`config.mk`:
```
export PLATFORM = sky130hd
export DESIGN_NAME = param_load_sequencer
export DESIGN_NICKNAME = d
export VERILOG_FILES = /design/src/rtl/param_load_sequencer_pkg.sv /design/src/rtl/param_return_fifo.sv /design/src/rtl/param_load_sequencer.sv
export SDC_FILE = /design/constraint.sdc
export NUM_CORES = 1
export LEC_CHECK = 0
export CAP_MARGIN = 0
export CELL_PAD_IN_SITES_DETAIL_PLACEMENT = 1
export CELL_PAD_IN_SITES_GLOBAL_PLACEMENT = 1
export CORE_ASPECT_RATIO = 2
export CORE_MARGIN = 1
export CORE_UTILIZATION = 52
export DETAILED_ROUTE_END_ITERATION = 8
export GPL_ROUTABILITY_DRIVEN = 0
export PLACE_DENSITY_LB_ADDON = 0.1
export RECOVER_POWER = 100
export SLEW_MARGIN = 20
export SYNTH_ARGS = -nofsm -noshare
export SYNTH_HDL_FRONTEND = slang
export SYNTH_SLANG_ARGS = --single-unit
```
`constraint.sdc`:
```
create_clock -name clk -period 4.9 [get_ports clk]
set_clock_uncertainty 0.05 [all_clocks]
set_input_delay 0.98 -clock clk [delete_from_list [all_inputs] [get_ports clk]]
set_output_delay 0.98 -clock clk [all_outputs]
set_load 0.1 [all_outputs]
```
`src/rtl/param_load_sequencer_pkg.sv`:
```
`default_nettype none
// ============================================================================
// Module   : param_load_sequencer_pkg
// Brief    : Shared FSM encoding and default sizing for the parameter loader.
// Revision : 1.0 - initial release
// ============================================================================
package param_load_sequencer_pkg;

    localparam int c_DEF_NUM_PARAMS = 6002;
    localparam int c_DEF_DATA_W     = 32;
    localparam int c_DEF_RD_LAT     = 2;
    localparam int c_DEF_ADDR_W     = $clog2(c_DEF_NUM_PARAMS);

    typedef enum logic [1:0] {
        S_IDLE  = 2'd0,
        S_FETCH = 2'd1,
        S_DRAIN = 2'd2,
        S_DONE  = 2'd3
    } state_t;

    // Two slots beyond the read latency let the stream run at one word per cycle.
    function automatic int fifo_depth(input int rd_lat);
        return rd_lat + 2;
    endfunction

endpackage : param_load_sequencer_pkg
`default_nettype wire

```
`src/rtl/param_return_fifo.sv`:
```
`default_nettype none
// ============================================================================
// Module   : param_return_fifo
// Brief    : First-word-fall-through buffer holding {idx,data} returned by BRAM.
// Revision : 1.0 - initial release
// ============================================================================
module param_return_fifo
    import param_load_sequencer_pkg::*;
#(
    parameter int DEPTH = fifo_depth(c_DEF_RD_LAT),
    parameter int WIDTH = c_DEF_ADDR_W + c_DEF_DATA_W,
    parameter int CNT_W = $clog2(DEPTH + 1)
) (
    input  logic             clk,
    input  logic             rst_n,
    input  logic             i_push,
    input  logic [WIDTH-1:0] i_push_data,
    input  logic             i_pop,
    output logic [WIDTH-1:0] o_pop_data,
    output logic             o_full,
    output logic             o_empty,
    output logic [CNT_W-1:0] o_count
);

    localparam int              PTR_W      = (DEPTH > 1) ? $clog2(DEPTH) : 1;
    localparam logic [PTR_W-1:0] c_LAST_PTR = PTR_W'(DEPTH - 1);
    localparam logic [CNT_W-1:0] c_DEPTH    = CNT_W'(DEPTH);

    logic [WIDTH-1:0] r_mem [DEPTH];
    logic [PTR_W-1:0] r_wr_ptr;
    logic [PTR_W-1:0] r_rd_ptr;
    logic [CNT_W-1:0] r_count;
    logic             w_do_push;
    logic             w_do_pop;

    assign o_full     = (r_count == c_DEPTH);
    assign o_empty    = (r_count == '0);
    assign o_count    = r_count;
    assign w_do_pop   = i_pop && !o_empty;
    assign w_do_push  = i_push && (!o_full || w_do_pop);
    // Head is gated so the data port reads zero whenever nothing is held.
    assign o_pop_data = o_empty ? '0 : r_mem[r_rd_ptr];

    always_ff @(posedge clk or negedge rst_n) begin
        if (!rst_n) begin
            r_wr_ptr <= '0;
            r_rd_ptr <= '0;
            r_count  <= '0;
        end else begin
            if (w_do_push) begin
                r_wr_ptr <= (r_wr_ptr == c_LAST_PTR) ? '0 : r_wr_ptr + PTR_W'(1);
            end
            if (w_do_pop) begin
                r_rd_ptr <= (r_rd_ptr == c_LAST_PTR) ? '0 : r_rd_ptr + PTR_W'(1);
            end
            case ({w_do_push, w_do_pop})
                2'b10:   r_count <= r_count + CNT_W'(1);
                2'b01:   r_count <= r_count - CNT_W'(1);
                default: r_count <= r_count;
            endcase
        end
    end

    always_ff @(posedge clk) begin
        if (w_do_push) begin
            r_mem[r_wr_ptr] <= i_push_data;
        end
    end

endmodule : param_return_fifo
`default_nettype wire

```
`src/rtl/param_load_sequencer.sv`:
```
`default_nettype none
// ============================================================================
// Module   : param_load_sequencer
// Brief    : Streams the parameter image out of the weight BRAM as an ordered,
//            index-tagged valid/ready stream with back-pressure.
// Revision : 1.0 - initial release
// ============================================================================
module param_load_sequencer
    import param_load_sequencer_pkg::*;
#(
    parameter int NUM_PARAMS = c_DEF_NUM_PARAMS,
    parameter int ADDR_W     = c_DEF_ADDR_W,
    parameter int DATA_W     = c_DEF_DATA_W,
    parameter int RD_LAT     = c_DEF_RD_LAT
) (
    input  logic              clk,
    input  logic              rst_n,
    input  logic              start,
    output logic              bram_en,
    output logic [ADDR_W-1:0] bram_addr,
    input  logic [DATA_W-1:0] bram_dout,
    output logic              param_valid,
    input  logic              param_ready,
    output logic [DATA_W-1:0] param_data,
    output logic [ADDR_W-1:0] param_idx,
    output logic              busy,
    output logic              done
);

    localparam int FIFO_DEPTH = fifo_depth(RD_LAT);
    localparam int OUT_W      = $clog2(FIFO_DEPTH + 1);

    localparam logic [ADDR_W-1:0] c_LAST_ADDR  = ADDR_W'(NUM_PARAMS - 1);
    localparam logic [OUT_W-1:0]  c_FIFO_DEPTH = OUT_W'(FIFO_DEPTH);

    state_t              r_state;
    state_t              w_state_nxt;
    logic [ADDR_W-1:0]   r_addr;
    logic [ADDR_W-1:0]   r_wr_idx;
    logic [RD_LAT-1:0]   r_pipe;
    logic [OUT_W-1:0]    w_in_flight;
    logic [OUT_W-1:0]    w_outstanding;
    logic [OUT_W-1:0]    w_fifo_count;
    logic                w_fifo_full;
    logic                w_fifo_empty;
    logic                w_issue;
    logic                w_start_accept;
    logic                w_ret_valid;
    logic                w_handshake;

    assign w_start_accept = (r_state == S_IDLE) && start;
    assign w_ret_valid    = r_pipe[RD_LAT-1];
    assign w_handshake    = param_valid && param_ready;

    // Reads still in the BRAM pipe count against buffer space they will need.
    always_comb begin
        w_in_flight = '0;
        for (int k = 0; k < RD_LAT; k++) begin
            w_in_flight = w_in_flight + OUT_W'(r_pipe[k]);
        end
        w_outstanding = w_in_flight + w_fifo_count;
    end

    always_comb begin
        w_state_nxt = r_state;
        w_issue     = 1'b0;
        case (r_state)
            S_IDLE: begin
                if (start) begin
                    w_state_nxt = S_FETCH;
                end
            end
            S_FETCH: begin
                w_issue = (w_outstanding < c_FIFO_DEPTH) && !w_fifo_full;
                if (w_issue && (r_addr == c_LAST_ADDR)) begin
                    w_state_nxt = S_DRAIN;
                end
            end
            S_DRAIN: begin
                if (w_handshake && (param_idx == c_LAST_ADDR)) begin
                    w_state_nxt = S_DONE;
                end
            end
            S_DONE: begin
                w_state_nxt = S_IDLE;
            end
            default: begin
                w_state_nxt = S_IDLE;
            end
        endcase
    end

    always_ff @(posedge clk or negedge rst_n) begin
        if (!rst_n) begin
            r_state  <= S_IDLE;
            r_addr   <= '0;
            r_wr_idx <= '0;
        end else begin
            r_state <= w_state_nxt;
            if (w_start_accept) begin
                r_addr <= '0;
            end else if (w_issue && (r_addr != c_LAST_ADDR)) begin
                r_addr <= r_addr + ADDR_W'(1);
            end
            if (w_start_accept) begin
                r_wr_idx <= '0;
            end else if (w_ret_valid) begin
                r_wr_idx <= r_wr_idx + ADDR_W'(1);
            end
        end
    end

    if (RD_LAT == 1) begin : g_pipe_single
        always_ff @(posedge clk or negedge rst_n) begin
            if (!rst_n) begin
                r_pipe <= '0;
            end else begin
                r_pipe <= w_issue;
            end
        end
    end else begin : g_pipe_multi
        always_ff @(posedge clk or negedge rst_n) begin
            if (!rst_n) begin
                r_pipe <= '0;
            end else begin
                r_pipe <= {r_pipe[RD_LAT-2:0], w_issue};
            end
        end
    end

    param_return_fifo #(
        .DEPTH (FIFO_DEPTH),
        .WIDTH (ADDR_W + DATA_W),
        .CNT_W (OUT_W)
    ) u_return_fifo (
        .clk         (clk),
        .rst_n       (rst_n),
        .i_push      (w_ret_valid),
        .i_push_data ({r_wr_idx, bram_dout}),
        .i_pop       (param_ready),
        .o_pop_data  ({param_idx, param_data}),
        .o_full      (w_fifo_full),
        .o_empty     (w_fifo_empty),
        .o_count     (w_fifo_count)
    );

    assign bram_en     = w_issue;
    assign bram_addr   = r_addr;
    assign param_valid = !w_fifo_empty;
    assign busy        = (r_state == S_FETCH) || (r_state == S_DRAIN);
    assign done        = (r_state == S_DONE);

endmodule : param_load_sequencer
`default_nettype wire

```
==> impl_metrics.tcl, run 1 <==
set metrics [dict create \
    cts_buffers 19 \
    initial_core_util_pct 52.8 \
    ff2ff_path_depth 6 \
    clockRootBuffer "clkbuf_16" \
    start_kind "flip-flop" \
    core_area_sq_mm 0.0167 \
    die-area_sq_mm 0.0175 \
    drc_errors 0 \
    crit_fanout 38 \
    setup_violations 0 \
    syn-cell-area_sq_mm 0.00881 \
    wl_per_cell_um 24.1 \
    post_dp_cell_area_sq_mm 0.0100 \
    fmax_mhz 229 \
    required_ns 3.87 \
    synth.net_count 541 \
    postCtsSetupRepairBufs 0 \
    layout_commonest_cell "edfxtp_1" \
    cpPeakStageDelay_ns 0.93 \
    synth_cell_type_count 45 \
    min_period_ns 4.36 \
    seq_area_frac_synth_pct 71.9 \
    cts_tree "done" \
    clk_path_buf_depth 3 \
    hold_viol_final 0 \
    regArea_sq_mm 0.00634 \
    ctsHoldBuffers 0 \
    yosys_warnings 0 \
    tightest_slew_ns 2.56 \
    cp_cell_sequence "clkbuf_1 > mux4_2 > and2_1 > clkbuf_2" \
    finalCritPeriodShare_pct 88.9 \
    htreeDepth 1 \
    rrSetupSlack_ns 0.74 \
    avgViaCountPerCell 5.77 \
    wl_um 19800 \
    syn_area_per_cell_sq_um 18.0 \
    fp.dieH_um 186 \
    slew_headroom_pct -70.8 \
    grt_max_degree 47 \
    dp_hpwl_um 13400 \
    synth-seq-cells 217 \
    die_x_um 94.0 \
    hold_class "flip-flop to flip-flop" \
    layout_common_cells "edfxtp_1, dlygate4sd3_1, and2_1" \
    crit_end "param_idx[3]" \
    slew_violations 161 \
    rsz0062_at_grt "false" \
    cts_resized 0 \
    status "finished, violations left" \
    place_worst_setup_slack_ns 1.10 \
    worst_slack_ns 0.542 \
    end_kind "output port" \
    fin_nets 652 \
    first_iter_violations 231 \
    clk_pin_slew_ns 0.06 \
    cpMaxStageDelayCell "dfrtp_4" \
    vias 4733 \
    syn_inst 489 \
    arrival_ns 3.33 \
    synth_edf_count 180 \
    cp-startpoint "u_return_fifo.r_rd_ptr[0]" \
    clock_sinks 217 \
    overflow 0 \
    num_rows 67 \
    drive_gt1_share_pct 14.7 \
    antenna_found_initial 0 \
    multi_input_area_sq_mm 0.00233 \
    tns_ns 0 \
    final_area_sq_mm 0.0105 \
    synthToLayoutAreaGrowth_pct 19.2 \
    grt_pass1_wl_um 30100 \
    clkLatencyLatePin_ns 0.49 \
    portBuffers 97 \
    rr_endpoint "r_state[1]" \
    pin_count 98 \
    fillerInstances 1507 \
    crit_type "flip-flop to output port" \
    grt.total_usage_pct 23.9 \
    drv_cap 6 \
    violations "max-capacitance violations, max-slew violations" \
    drt-pass1-iter-count 4 \
    ant_nets 0 \
    synthArstFlopShare_pct 17.1 \
    worstReg2RegStart "u_return_fifo.r_rd_ptr[0]" \
    ys.flop_type "edfxtp_1" \
    first_global_vias 5291 \
]
## sequential cells by signal (all words and copies together), names as in the netlist
signal / count
u_return_fifo.r_wr_ptr: 2
bram_addr: 13
r_pipe: 2
u_return_fifo.o_count: 3
r_wr_idx: 13
r_state: 2
u_return_fifo.r_mem: 180
u_return_fifo.r_rd_ptr: 2
## worst max-delay path, delay by kind of cell, from the launching register on
family / cells / cell delay, ns
simple gates: 1 / 0.22
flops: 1 / 0.93
mux: 1 / 0.61
buf+inv: 2 / 1.07
## final cells by class
type	instances	area share [%]
Sequential cell	217	60.4
Inverter	14	0.501
Clock inverter	7	0.405
Timing Repair Buffer	109	9.12
Clock buffer	26	4.97
Tap cell	207	2.47
Multi-Input combinational cell	239	22.2
Antenna cell	1	0.0238
## synthesized netlist by cell type (4+ instances only)
cell type	number	area, sq um
a21oi_1	5	25.0
and2_1	50	313
buf_2	6	30.0
clkbuf_1	9	33.8
dfrtp_1	37	926
edfxtp_1	180	5410
ha_1	15	188
inv_1	14	52.6
mux4_2	44	991
nand2_1	9	33.8
nand3_1	11	55.1
nand4_1	6	37.5
nor2_1	25	93.8
nor3_1	4	20.0
nor4_1	5	31.3
o21ai_0	7	35.0
or3_1	5	31.3
xnor2_1	14	123
xor2_1	9	78.8
## metal layers
metal / vias to the layer above / wire (um) / global-route usage (%)
met3: 33 / 673 / 2.86
li1: 2101 / - / -
met2: 113 / 11800 / 47.1
met5: - / 0 / 0
met4: 0 / 485 / 8.62
met1: 2486 / 6780 / 25.2
## how the worst min path moves through the flow
stage                     end  startpoint  cells after the start
global route        r_pipe[1]   r_pipe[0]                      0
detailed placement  r_pipe[1]   r_pipe[0]                      0
finish              r_pipe[1]   r_pipe[0]                      0
floorplan           r_pipe[1]   r_pipe[0]                      0
global placement    r_pipe[1]   r_pipe[0]                      0
CTS                 r_pipe[1]   r_pipe[0]                      0
## through the flow
stage | std cells | hold slack (ns) | util (%)
after floorplan | 489 | 0.310 | -
after global placement | 786 | 0.334 | 60.1
after detailed placement | 786 | 0.340 | 60.1
after CTS | 819 | 0.354 | 63.5
after global routing | 819 | 0.377 | 62.9
final | 820 | 0.348 | 62.9
## cells by family after synthesis
group	Yosys count	synth area share (%)
AOI/OAI and AO/OA	22	1.70
xor gates and xnor gates	23	2.29
adders and majority gates	16	2.36
buffers and inverters	33	1.58
DFF	217	71.9
muxes	48	11.9
and+or+nand+nor	130	8.31
Power of run 1 is left out: the tool's default activity adds up to more than one toggle a clock period on the data nets, which glitch-free logic cannot reach.
==> inputs of run 2 (changes only) <==
Settings changed: SKIP_CTS_REPAIR_TIMING set to 1.
==> results of run 2 <==
Same layout as run 1: the final DEF is identical, and so are final timing and power.
Power of run 2 is left out for the same reason.
